File: config.mk
export PLATFORM = sky130hd
export DESIGN_NAME = risc_spm_core_gen
export DESIGN_NICKNAME = d
export VERILOG_FILES = /design/src/rtl/risc_spm_core_gen.sv
export SDC_FILE = /design/constraint.sdc
export NUM_CORES = 1
export LEC_CHECK = 0
export CAP_MARGIN = 20
export CORE_MARGIN = 2
export CORE_UTILIZATION = 35
export CTS_CLUSTER_DIAMETER = 120
export DETAILED_ROUTE_END_ITERATION = 8
export GPL_ROUTABILITY_DRIVEN = 1
export SETUP_SLACK_MARGIN = 0.2
export SYNTH_ARGS = -nofsm -noshare
export SYNTH_HDL_FRONTEND = slang
export SYNTH_SLANG_ARGS = --single-unit
File: constraint.sdc
create_clock -name clk -period 4.8 [get_ports clk]
set_input_delay 0.72 -clock clk [delete_from_list [all_inputs] [get_ports clk]]
set_output_delay 0.72 -clock clk [all_outputs]
set_load 0.005 [all_outputs]
File: src/rtl/risc_spm_core_gen.sv
`default_nettype none
// ============================================================================
// Module   : risc_spm_core_gen
// Purpose  : Multi-cycle RISC core for the simple programmable machine (SPM).
//            It has a parametrised register file and one unified program/data
//            memory reached through a req/ready handshake, so the memory may
//            insert wait states.
// Option   : RISC_SPM_CARRY_EN adds the carry flag (cflag port) and the BRC
//            instruction. Without it, opcode 9 traps as illegal.
// Revision : 1.0 - initial parametrised generation
// ============================================================================
module risc_spm_core_gen #(
  parameter int WORD_W   = 8,
  parameter int REG_AW   = 2,
  parameter int RESET_PC = 0
) (
  input  logic              clk,
  input  logic              rst,
  output logic              mem_req,
  output logic              mem_we,
  output logic [WORD_W-1:0] mem_addr,
  output logic [WORD_W-1:0] mem_wdata,
  input  logic [WORD_W-1:0] mem_rdata,
  input  logic              mem_ready,
  output logic [WORD_W-1:0] pc_out,
  output logic              zflag,
  output logic              halted,
  output logic              illegal_op
`ifdef RISC_SPM_CARRY_EN
  ,
  output logic              cflag
`endif
);

  localparam int          c_NREG     = 1 << REG_AW;
  localparam logic [WORD_W-1:0] c_RESET_PC = WORD_W'(RESET_PC);

  localparam logic [3:0] c_OP_NOP  = 4'd0;
  localparam logic [3:0] c_OP_ADD  = 4'd1;
  localparam logic [3:0] c_OP_SUB  = 4'd2;
  localparam logic [3:0] c_OP_AND  = 4'd3;
  localparam logic [3:0] c_OP_NOT  = 4'd4;
  localparam logic [3:0] c_OP_RD   = 4'd5;
  localparam logic [3:0] c_OP_WR   = 4'd6;
  localparam logic [3:0] c_OP_BR   = 4'd7;
  localparam logic [3:0] c_OP_BRZ  = 4'd8;
`ifdef RISC_SPM_CARRY_EN
  localparam logic [3:0] c_OP_BRC  = 4'd9;
`endif
  localparam logic [3:0] c_OP_HALT = 4'd15;

  // The opcode and both register fields must fit in one instruction word.
  generate
    if (WORD_W < 4 + 2 * REG_AW) begin : g_bad_width
      $error("risc_spm_core_gen: WORD_W must be >= 4 + 2*REG_AW");
    end
  endgenerate

  typedef enum logic [2:0] {
    S_IDLE  = 3'd0,
    S_FETCH = 3'd1,
    S_DEC   = 3'd2,
    S_EX    = 3'd3,
    S_OPA   = 3'd4,
    S_MEM   = 3'd5,
    S_HALT  = 3'd6
  } state_t;

  state_t            r_state;
  logic [WORD_W-1:0] r_pc;
  logic [WORD_W-1:0] r_ir;
  logic [WORD_W-1:0] r_ar;
  logic [WORD_W-1:0] r_regs [c_NREG];
`ifdef RISC_SPM_CARRY_EN
  logic              r_c;
`endif

  logic [3:0]        w_op;
  logic [REG_AW-1:0] w_src;
  logic [REG_AW-1:0] w_dst;
  logic [WORD_W-1:0] w_src_val;
  logic [WORD_W-1:0] w_dst_val;
  logic [WORD_W-1:0] w_pc_inc;
  logic [WORD_W-1:0] w_alu_res;
`ifdef RISC_SPM_CARRY_EN
  logic              w_alu_c;
`endif
  logic              w_done;
  logic              w_is_alu;
  logic              w_is_ldst;
  logic              w_is_cbr;
  logic              w_cond;

  assign w_op      = r_ir[WORD_W-1 -: 4];
  assign w_src     = r_ir[2*REG_AW-1 -: REG_AW];
  assign w_dst     = r_ir[REG_AW-1:0];
  assign w_src_val = r_regs[w_src];
  assign w_dst_val = r_regs[w_dst];
  assign w_pc_inc  = r_pc + WORD_W'(1);
  assign w_done    = mem_req & mem_ready;
  assign w_is_alu  = (w_op == c_OP_ADD) || (w_op == c_OP_SUB) ||
                     (w_op == c_OP_AND) || (w_op == c_OP_NOT);
  assign w_is_ldst = (w_op == c_OP_RD) || (w_op == c_OP_WR);
  assign pc_out    = r_pc;

`ifdef RISC_SPM_CARRY_EN
  assign w_is_cbr  = (w_op == c_OP_BRZ) || (w_op == c_OP_BRC);
  assign w_cond    = (w_op == c_OP_BRC) ? r_c : zflag;
  assign cflag     = r_c;
`else
  assign w_is_cbr  = (w_op == c_OP_BRZ);
  assign w_cond    = zflag;
`endif

  // ALU result for the instruction held in IR; the SUB borrow is the sign of the widened difference
  always_comb begin
    w_alu_res = '0;
`ifdef RISC_SPM_CARRY_EN
    w_alu_c   = 1'b0;
`endif
    case (w_op)
`ifdef RISC_SPM_CARRY_EN
      c_OP_ADD: {w_alu_c, w_alu_res} = {1'b0, w_dst_val} + {1'b0, w_src_val};
      c_OP_SUB: {w_alu_c, w_alu_res} = {1'b0, w_dst_val} - {1'b0, w_src_val};
`else
      c_OP_ADD: w_alu_res = w_dst_val + w_src_val;
      c_OP_SUB: w_alu_res = w_dst_val - w_src_val;
`endif
      c_OP_AND: w_alu_res = w_dst_val & w_src_val;
      c_OP_NOT: w_alu_res = ~w_src_val;
      default:  w_alu_res = '0;
    endcase
  end

  // Control FSM, datapath registers and registered bus outputs; the bus drops at once on reset
  always_ff @(posedge clk or negedge rst) begin
    if (!rst) begin
      r_state    <= S_IDLE;
      r_pc       <= c_RESET_PC;
      r_ir       <= '0;
      r_ar       <= '0;
      zflag      <= 1'b0;
      mem_req    <= 1'b0;
      mem_we     <= 1'b0;
      mem_addr   <= '0;
      mem_wdata  <= '0;
      halted     <= 1'b0;
      illegal_op <= 1'b0;
      for (int i = 0; i < c_NREG; i++) r_regs[i] <= '0;
`ifdef RISC_SPM_CARRY_EN
      r_c        <= 1'b0;
`endif
    end else begin
      case (r_state)
        S_IDLE: begin
          mem_req  <= 1'b1;
          mem_we   <= 1'b0;
          mem_addr <= r_pc;
          r_state  <= S_FETCH;
        end

        S_FETCH: begin
          if (w_done) begin
            r_ir    <= mem_rdata;
            r_pc    <= w_pc_inc;
            mem_req <= 1'b0;
            r_state <= S_DEC;
          end
        end

        S_DEC: begin
          if (w_op == c_OP_NOP) begin
            mem_req  <= 1'b1;
            mem_we   <= 1'b0;
            mem_addr <= r_pc;
            r_state  <= S_FETCH;
          end else if (w_is_alu) begin
            r_state  <= S_EX;
          end else if (w_is_ldst || (w_op == c_OP_BR) || (w_is_cbr && w_cond)) begin
            // operand word sits at the already-incremented PC
            mem_req  <= 1'b1;
            mem_we   <= 1'b0;
            mem_addr <= r_pc;
            r_state  <= S_OPA;
          end else if (w_is_cbr) begin
            // branch not taken: skip the operand without reading it
            r_pc     <= w_pc_inc;
            mem_req  <= 1'b1;
            mem_we   <= 1'b0;
            mem_addr <= w_pc_inc;
            r_state  <= S_FETCH;
          end else if (w_op == c_OP_HALT) begin
            halted   <= 1'b1;
            r_state  <= S_HALT;
          end else begin
            illegal_op <= 1'b1;
            halted     <= 1'b1;
            r_state    <= S_HALT;
          end
        end

        S_EX: begin
          r_regs[w_dst] <= w_alu_res;
          zflag         <= (w_alu_res == '0);
`ifdef RISC_SPM_CARRY_EN
          if ((w_op == c_OP_ADD) || (w_op == c_OP_SUB)) r_c <= w_alu_c;
`endif
          mem_req  <= 1'b1;
          mem_we   <= 1'b0;
          mem_addr <= r_pc;
          r_state  <= S_FETCH;
        end

        S_OPA: begin
          if (w_done) begin
            r_ar <= mem_rdata;
            if (w_is_ldst) begin
              r_pc     <= w_pc_inc;
              mem_addr <= mem_rdata;
              mem_we   <= (w_op == c_OP_WR);
              if (w_op == c_OP_WR) mem_wdata <= w_src_val;
              r_state  <= S_MEM;
            end else begin
              r_pc     <= mem_rdata;
              mem_addr <= mem_rdata;
              mem_we   <= 1'b0;
              r_state  <= S_FETCH;
            end
          end
        end

        S_MEM: begin
          if (w_done) begin
            if (w_op == c_OP_RD) r_regs[w_dst] <= mem_rdata;
            mem_we   <= 1'b0;
            mem_addr <= r_pc;
            r_state  <= S_FETCH;
          end else begin
            // AR is the authoritative data address while the transfer waits
            mem_addr <= r_ar;
          end
        end

        S_HALT: begin
          mem_req <= 1'b0;
          mem_we  <= 1'b0;
          halted  <= 1'b1;
        end

        default: begin
          mem_req <= 1'b0;
          mem_we  <= 1'b0;
          r_state <= S_IDLE;
        end
      endcase
    end
  end

endmodule
`default_nettype wire

==> results of run 1 <==
-- path summary, 6_finish.rpt --
path	from	endpoint	slack (ns)	depth (start not counted)
max in group asynchronous	rst	pc_out[4]$_DFFE_PN0P_	3.92	2
setup / recovery	r_ir[2]$_DFFE_PN0P_	zflag$_DFFE_PN0P_	0.69	14
setup reg to reg	r_ir[2]$_DFFE_PN0P_	zflag$_DFFE_PN0P_	0.69	14
min in group clk	illegal_op$_DFFE_PN0P_	illegal_op$_DFFE_PN0P_	0.48	1
hold reg to reg	illegal_op$_DFFE_PN0P_	illegal_op$_DFFE_PN0P_	0.48	1
hold / removal	rst	r_regs[26]$_DFFE_PN0P_	0.28	1
-- cell type report --
cell class | instances | area (um^2) | area share, %
inverters | 8 | 30.0 | 0.524
clock buffers | 11 | 233 | 4.06
multi-input cells | 343 | 2730 | 47.6
repair buffers | 42 | 430 | 7.51
flip-flops and latches | 80 | 2000 | 34.9
well taps | 180 | 225 | 3.93
clock inverters | 5 | 78.8 | 1.38
-- metrics by stage --
| stage | cell area (um^2) | hold WS, ns | setup slack [ns] |
|---|---|---|---|
| after floorplan | 4940 | 0.424 | 1.29 |
| after global placement | 5380 | 0.460 | 0.800 |
| after detailed placement | 5380 | 0.464 | 0.755 |
| after CTS | 5690 | 0.478 | 0.738 |
| after global routing | 5730 | 0.307 | 0.384 |
| final | 5730 | 0.284 | 0.689 |
-- cell usage in the layout (no fill, tap or decap), drive strengths merged, types with 4 or more instances in the layout --
| cell | n |
|---|---|
| o21ai | 35 |
| mux2i | 5 |
| ha | 10 |
| nor3 | 8 |
| buf | 4 |
| a31oi | 5 |
| nor2b | 8 |
| xnor2 | 8 |
| dfrtp | 80 |
| nor2 | 25 |
| mux2 | 59 |
| nand3 | 20 |
| a21oi | 34 |
| inv | 9 |
| nand2 | 28 |
| mux4 | 16 |
| nor3b | 4 |
| a21o | 8 |
| and3 | 4 |
| xor2 | 5 |
| nand2b | 10 |
| o22ai | 5 |
| clkdlybuf4s50 | 38 |
| a221oi | 4 |
| clkbuf | 11 |
-- worst reg2reg max path, cell delays in order, from the launching register on --
cell and delay (ns):
dfrtp_1 0.67, mux4_2 0.64, inv_1 0.11, ha_1 0.18
nor3b_1 0.19, nor2_1 0.07, xnor2_1 0.14, ha_1 0.32
and2_1 0.16, a221oi_1 0.43, a21oi_1 0.16, or3_1 0.40
a21o_1 0.20, a31oi_1 0.17, a32o_2 0.20
-- state kept, by name, indices dropped and copies added (netlist names) --
register	count
halted	1
mem_wdata	8
illegal_op	1
r_regs	32
r_state	3
pc_out	8
mem_addr	8
r_ar	8
mem_req	1
zflag	1
mem_we	1
r_ir	8
-- kinds of logic (layout without fill, tap and decap cells) --
| group | count (synthesis) | in the layout | synth area share (%) |
|---|---|---|---|
| flip-flops | 80 | 80 | 40.5 |
| adder cells (fa/ha/maj) | 11 | 11 | 2.94 |
| buffers and inverters | 30 | 66 | 4.33 |
| AO/OA/AOI/OAI | 114 | 114 | 14.3 |
| XOR/XNOR | 13 | 13 | 2.30 |
| multiplexers | 80 | 80 | 21.8 |
| AND/OR/NAND/NOR | 125 | 125 | 13.8 |
-- power by group through the flow --
stage | combinational [mW] | sequential (mW) | clock (mW)
finish | 2.75 | 1.27 | 0.740
global route | 3.03 | 1.32 | 0.782
CTS | 2.70 | 1.27 | 0.754
detailed placement | 2.68 | 1.28 | 0
global placement | 2.65 | 1.26 | 0
floorplan | 2.22 | 1.08 | 0
-- metal layers --
layer | track usage [%] | up-vias | wire (um)
met4 | 5.53 | 0 | 141
met3 | 3.81 | 13 | 618
li1 | - | 1759 | -
met5 | 0 | - | 0
met1 | 23.7 | 1896 | 5700
met2 | 27.1 | 118 | 5980
==> results.sh, run 1 <==
export IMPL_power_density_nw_per_um2=831
export IMPL_synth_seq_cells=80
export IMPL_sw_frac_of_total_pct=43.5
export IMPL_final_hold_viol_count=0
export IMPL_p_sw_mw=2.07
export IMPL_row_count=43
export IMPL_syn_cell_area_um2=4940
export IMPL_critPathMaxFanout=9
export IMPL_drt_iter0_drc=372
export IMPL_synth_largest_area_cell="dfrtp_1"
export IMPL_intPower_mw=2.69
export IMPL_seq_power_share_pct=26.8
export IMPL_setup_worst_path_start_class="register"
export IMPL_end_kind="register"
export IMPL_leakagePower_nw=2.47
export IMPL_first_pass_iters=5
export IMPL_slew_headroom_pct=33.5
export IMPL_netlist_cell_type_count=63
export IMPL_status="complete, no violations"
export IMPL_hold_buffers=0
export IMPL_placed_cells=651
export IMPL_cp_data_arrival_time_ns=4.40
export IMPL_max_cap_violations=0
export IMPL_yosys_warnings=0
export IMPL_vias_per_cell=5.66
export IMPL_crit_family="compound AO/OA/AOI/OAI gates"
export IMPL_synthCells=453
export IMPL_die_y_um=123
export IMPL_clock_latency_ns=0.35
export IMPL_tightest_slew_ns=0.990
export IMPL_antenna_left=0
export IMPL_ios=40
export IMPL_period_share_pct=85.6
export IMPL_cts_num_sinks=80
export IMPL_postCtsSetupBuffers=0
export IMPL_antenna_found_initial=0
export IMPL_grt_pass1_wl_mm=19.9
export IMPL_fin_nets=506
export IMPL_yosysSeqAreaShare_pct=40.5
export IMPL_grt_usage_pct=17.3
export IMPL_grt_max_degree=81
export IMPL_layoutNonFillerInstCount=669
export IMPL_hpwl_mm=8.75
export IMPL_p_comb_share_pct=57.7
export IMPL_finalMaxSlewViolations=0
export IMPL_cts_buffers=9
export IMPL_place_gp_congestion=0.819
export IMPL_crit_path_frequent_cell="ha_1"
export IMPL_clk_pin_slew_ns=0.06
export IMPL_utilization_pct=41.4
export IMPL_drcViolationCount=0
export IMPL_port_buffers=39
export IMPL_rsz0062_at_grt="false"
export IMPL_path_class="reg -> reg"
export IMPL_synth_most_common_cell="dfrtp_1"
export IMPL_worstPathCellList="mux4_2 > inv_1 > ha_1 > nor3b_1 > nor2_1 > xnor2_1 > ha_1 > and2_1 > a221oi_1 > a21oi_1 > or3_1 > a21o_1 > a31oi_1 > a32o_2"
export IMPL_crit_required_ns=5.09
export IMPL_syn_num_nets=475
export IMPL_finClkSkew_ns=0.00887
export IMPL_yosys_top_cells_count="dfrtp_1 (80), mux2_2 (59), a21oi_1 (34), o21ai_0 (34), nand2_1 (28)"
export IMPL_setup_tns_final_ns=0
export IMPL_cts_root_buf="clkbuf_16"
export IMPL_hp_class="in -> async"
export IMPL_synth_top_area_share_pct=40.5
export IMPL_crit_buf_inv=1
export IMPL_placeableCoreArea_um2=13800
export IMPL_syn_area_per_cell_um2=10.9
export IMPL_irDropWorstVdd_mv=0.316
export IMPL_cts_resized_gates=0
export IMPL_cts_tree="yes"
export IMPL_drive_above_1_share_pct=21.5
export IMPL_area_growth_syn_to_layout_pct=15.8
export IMPL_first_global_vias=3724
export IMPL_max_freq_mhz=243
export IMPL_clkPwrFrac_pct=15.5
export IMPL_routedWlPerCell_um=18.6
export IMPL_die_area_um2=15100
export IMPL_nFillCells=1298
export IMPL_synthTopCellsByArea="dfrtp_1 (40%), mux2_2 (13%), mux4_2 (6.8%)"
export IMPL_clock_path_buffers=2
export IMPL_setup_viol=0
export IMPL_total_power_mw=4.76
export IMPL_synth_enable_flop_cells=0
export IMPL_cp_slowest_cell="dfrtp_1"
export IMPL_period_needed_ns=4.11
export IMPL_via_count=3786
export IMPL_worst_path_largest_cell_delay_ns=0.67
export IMPL_synth_ff_type="dfrtp_1"
export IMPL_htreeDepth=3
export IMPL_antennaDiodeCount=0
export IMPL_initial_utilization_pct=35.8
export IMPL_fp_dieW_um=123
export IMPL_gr_total_overflow=0
export IMPL_drt_total_wl_mm=12.4
export IMPL_async_flop_share_pct=100
Note: power is estimated with default switching activity, not from simulation.
==> run 2, diff against run 1 <==
CELL_PAD_IN_SITES_DETAIL_PLACEMENT = 0   (was default)
CELL_PAD_IN_SITES_GLOBAL_PLACEMENT = 1   (was default)
PLACE_DENSITY_LB_ADDON = 0.1   (was default)
==> run 2 against run 1 <==
Via count shrank 2.0%. Die area unchanged. Flip-flop and latch count unchanged. First-iteration DRC count shrank 24%. Register-to-register slack better by 0.04 ns. Non-clock buffer count increased by 3. Critical endpoint is now r_regs[23]$_DFFE_PN0P_. Largest cell class unchanged. Highest routed layer unchanged.
==> results.sh, run 2 (synthesis gave the netlist of run 1 again) <==
export IMPL_hp_class="in -> async"
export IMPL_first_pass_iters=5
export IMPL_grt_max_degree=47
export IMPL_hpwl_mm=9.26
export IMPL_clock_latency_ns=0.34
export IMPL_drive_above_1_share_pct=22.0
export IMPL_largest_register="r_regs"
export IMPL_critPathMaxFanout=9
export IMPL_via_count=3709
export IMPL_routedWlPerCell_um=19.3
export IMPL_total_power_mw=4.65
export IMPL_grt_usage_pct=18.6
export IMPL_placeableCoreArea_um2=13800
export IMPL_nFillCells=1318
export IMPL_cts_resized_gates=0
export IMPL_dp_slack_ns=0.756
export IMPL_tightest_slew_ns=0.941
export IMPL_cts_tree="yes"
export IMPL_end_kind="register"
export IMPL_finClkSkew_ns=0.00737
export IMPL_row_count=43
export IMPL_power_density_nw_per_um2=815
export IMPL_status="complete, no violations"
export IMPL_place_gp_congestion=0.849
export IMPL_final_common_cell="dfrtp_1"
export IMPL_clock_path_buffers=2
export IMPL_gr_total_overflow=0
export IMPL_drcViolationCount=0
export IMPL_die_area_um2=15100
export IMPL_leakagePower_nw=2.47
export IMPL_htreeDepth=3
export IMPL_setup_viol=0
export IMPL_vias_per_cell=5.53
export IMPL_antenna_left=0
export IMPL_max_cap_violations=0
export IMPL_cts_num_sinks=80
export IMPL_drt_total_wl_mm=13.0
export IMPL_finalMaxSlewViolations=0
export IMPL_hold_buffers=0
export IMPL_final_hold_viol_count=0
export IMPL_max_freq_mhz=246
export IMPL_crit_required_ns=5.01
export IMPL_port_buffers=39
export IMPL_first_global_vias=3720
export IMPL_die_y_um=123
export IMPL_final_cell_mix="dfrtp_1 (80), mux2_2 (59), clkdlybuf4s50_1 (38)"
export IMPL_period_share_pct=84.8
export IMPL_cp_data_arrival_time_ns=4.28
export IMPL_seq_area_um2=2000
export IMPL_setup_tns_final_ns=0
export IMPL_fin_nets=509
export IMPL_setup_ws_ns=0.732
export IMPL_cts_root_buf="clkbuf_16"
export IMPL_antenna_found_initial=0
export IMPL_fp_dieW_um=123
export IMPL_antennaDiodeCount=0
export IMPL_area_growth_syn_to_layout_pct=15.3
export IMPL_largest_reg_flops=32
export IMPL_path_class="reg -> reg"
export IMPL_multi_input_area_um2=2730
export IMPL_rsz0062_at_grt="false"
export IMPL_irDropWorstVdd_mv=0.239
export IMPL_setup_worst_path_start_class="register"
export IMPL_period_needed_ns=4.07
export IMPL_slew_headroom_pct=36.8
export IMPL_cts_buffers=9
export IMPL_postCtsSetupBuffers=0
export IMPL_initial_utilization_pct=35.8
export IMPL_drt_iter0_drc=282
export IMPL_clk_pin_slew_ns=0.06
export IMPL_grt_pass1_wl_mm=21.0
export IMPL_ios=40
export IMPL_utilization_pct=41.2
[run 2: worst paths after layout]
check | slack (ns) | from | cells after the start | end
min in group clk | 0.46 | halted$_DFFE_PN0P_ | 1 | halted$_DFFE_PN0P_
max in group asynchronous | 3.49 | rst | 2 | r_regs[27]$_DFFE_PN0P_
min reg2reg | 0.46 | halted$_DFFE_PN0P_ | 1 | halted$_DFFE_PN0P_
max | 0.73 | r_ir[2]$_DFFE_PN0P_ | 14 | r_regs[23]$_DFFE_PN0P_
max reg2reg | 0.73 | r_ir[2]$_DFFE_PN0P_ | 14 | r_regs[23]$_DFFE_PN0P_
min | 0.33 | rst | 1 | mem_wdata[2]$_DFFE_PN0P_
[run 2: cell type report]
class	instances	area share, %
Sequential cell	80	35.1
Multi-Input combinational cell	343	47.8
Timing Repair Buffer	45	7.59
Tap cell	180	3.95
Clock inverter	2	0.241
Inverter	8	0.527
Clock buffer	13	4.74
[run 2: through the flow]
stage / hold WS, ns / area [um^2] / instances
2_1_floorplan: 0.424 / 4940 / 453
3_5_place_dp: 0.462 / 5410 / 655
4_1_cts: 0.349 / 5700 / 670
6_report: 0.330 / 5700 / 671
3_3_place_gp: 0.445 / 5410 / 655
5_1_grt: 0.366 / 5700 / 671
[run 2: report_power, final]
part           internal [mW]  total, mW  switching [mW]
Clock                  0.390      0.664           0.273
Sequential             0.923       1.27           0.350
Combinational           1.31       2.71            1.40
Total                   2.63       4.65            2.02
[run 2: routing by layer]
layer	vias up	global-route usage (%)	wire length [um]
li1	1770	-	-
met1	1862	27.2	6440
met2	66	27.8	5920
met3	11	2.65	420
met5	-	0	0
met4	0	6.68	197
[run 2: critical path: stages (launching register included)]
cell	delay (ns)
dfrtp_1	0.68
mux4_2	0.65
inv_1	0.10
ha_1	0.17
nor3b_1	0.21
nor2_1	0.08
xnor2_1	0.14
ha_1	0.32
and2_1	0.17
a221oi_1	0.42
a21oi_1	0.13
or3_1	0.38
a21o_1	0.20
nand3_1	0.18
a21oi_1	0.10
==> run 3, diff against run 2 <==
clock period = 4.09 ns   (was 4.8 ns; I/O delays follow)
==> run 3 against run 2 <==
Clock skew grew 0.0046 ns. Worst hold slack lost 0.024 ns. Sequential share of layout area shrank 0.48 points. Setup slack lost 0.34 ns. Routed wire length grew 1.4%. Count of clock-buffer cells in the layout shrank 1. Via count grew 1.8%. Die area is the same. First-iteration DRC count shrank 6.0%. Combinational power grew 21%. Final cell count grew 0.30%. Flip-flop and latch count is the same. Critical path type unchanged. Highest routed layer unchanged.
==> results.sh, run 3 (synthesis gave the netlist of run 1 again) <==
export IMPL_setup_worst_path_start_class="register"
export IMPL_cts_buffers=9
export IMPL_final_hold_viol_count=0
export IMPL_path_class="reg -> reg"
export IMPL_place_gp_congestion=0.858
export IMPL_die_y_um=123
export IMPL_cts_tree="yes"
export IMPL_drt_iter0_drc=265
export IMPL_port_buffers=39
export IMPL_layoutNonFillerInstCount=673
export IMPL_timing_hold_ws_ns=0.306
export IMPL_setup_ws_ns=0.396
export IMPL_grt_max_degree=54
export IMPL_end_kind="register"
export IMPL_grt_pass1_wl_mm=21.4
export IMPL_multi_input_area_um2=2750
export IMPL_period_share_pct=90.3
export IMPL_drcViolationCount=0
export IMPL_hp_class="in -> async"
export IMPL_fp_dieW_um=123
export IMPL_clk_pin_slew_ns=0.07
export IMPL_cp_data_arrival_time_ns=3.93
export IMPL_crit_required_ns=4.33
export IMPL_first_global_vias=3771
export IMPL_slew_headroom_pct=35.4
export IMPL_vias_per_cell=5.61
export IMPL_status="complete, no violations"
export IMPL_finClkSkew_ns=0.0120
export IMPL_die_area_um2=15100
export IMPL_drive_above_1_share_pct=23.1
export IMPL_placeableCoreArea_um2=13800
export IMPL_power_density_nw_per_um2=981
export IMPL_area_growth_syn_to_layout_pct=16.9
export IMPL_placed_cells=657
export IMPL_design_area_um2=5780
export IMPL_nFillCells=1327
export IMPL_dp_slack_ns=0.136
export IMPL_period_needed_ns=3.69
export IMPL_largest_reg_flops=32
export IMPL_irDropWorstVdd_mv=0.296
export IMPL_setup_viol=0
export IMPL_initial_utilization_pct=35.8
export IMPL_finalMaxSlewViolations=0
export IMPL_utilization_pct=41.8
export IMPL_setup_tns_final_ns=0
export IMPL_clock_latency_ns=0.35
export IMPL_tightest_slew_ns=0.962
export IMPL_gr_total_overflow=0
export IMPL_antennaDiodeCount=0
export IMPL_rsz0062_at_grt="true"
export IMPL_largest_register="r_regs"
export IMPL_total_power_mw=5.67
export IMPL_cts_num_sinks=80
export IMPL_antenna_found_initial=0
export IMPL_drt_total_wl_mm=13.2
export IMPL_placed_area_um2=5420
export IMPL_seq_area_um2=2000
export IMPL_first_pass_iters=5
export IMPL_clock_path_buffers=2
export IMPL_antenna_left=0
export IMPL_hpwl_mm=9.55
export IMPL_grt_usage_pct=18.9
export IMPL_routedWlPerCell_um=19.6
export IMPL_htreeDepth=3
export IMPL_final_common_cell="dfrtp_1"
export IMPL_ios=40
export IMPL_max_freq_mhz=271
export IMPL_fin_nets=511
export IMPL_row_count=43
export IMPL_leakagePower_nw=2.50
export IMPL_max_cap_violations=0
export IMPL_final_cell_mix="dfrtp_1 (80), mux2_2 (59), clkdlybuf4s50_1 (38)"
export IMPL_critPathMaxFanout=9
export IMPL_cts_root_buf="clkbuf_16"
export IMPL_via_count=3774
==> run 3: final timing paths <==
check | from | to | slack [ns] | cells after the start
max | r_ir[3]$_DFFE_PN0P_ | zflag$_DFFE_PN0P_ | 0.40 | 14
max reg2reg | r_ir[3]$_DFFE_PN0P_ | zflag$_DFFE_PN0P_ | 0.40 | 14
min reg2reg | halted$_DFFE_PN0P_ | halted$_DFFE_PN0P_ | 0.46 | 1
min | rst | mem_wdata[4]$_DFFE_PN0P_ | 0.31 | 1
max in group asynchronous | rst | r_regs[8]$_DFFE_PN0P_ | 2.92 | 2
min in group clk | halted$_DFFE_PN0P_ | halted$_DFFE_PN0P_ | 0.46 | 1
==> run 3: final cells by class <==
class,count,area share (%)
multi-input combinational,343,47.6
clock buffer,12,4.44
sequential,80,34.6
tap,180,3.90
inverter,8,0.519
timing repair buffer,47,7.77
clock inverter,3,1.13
==> run 3: power by group <==
| part | internal (mW) | switching (mW) |
|---|---|---|
| clock | 0.564 | 0.341 |
| sequential | 1.08 | 0.405 |
| combinational | 1.57 | 1.71 |
| total | 3.22 | 2.45 |
==> run 3: repair_timing <==
item                       4_1_cts  5_1_grt
buffers inserted                 0        1
gates resized for setup          1        4
setup endpoints to repair        1       13
hold buffers                     0        0
==> run 3: worst max-delay path: stages (launching register included) <==
cell      delay (ns)
dfrtp_1         0.58
mux4_2          0.46
inv_1           0.11
ha_1            0.19
nor3b_1         0.20
nor2_1          0.07
xnor2_1         0.15
ha_1            0.33
and2_1          0.19
a221oi_2        0.32
a21oi_1         0.13
or3_1           0.37
nand3_1         0.12
a31oi_1         0.09
a32o_2          0.29
==> run 3: per-layer routing <==
metal / global-route usage (%) / wire length, um / vias to the layer above
met5: 0 / 0 / -
met4: 5.60 / 173 / 0
met3: 4.04 / 544 / 12
met2: 27.5 / 5840 / 71
met1: 27.9 / 6600 / 1923
li1: - / - / 1768
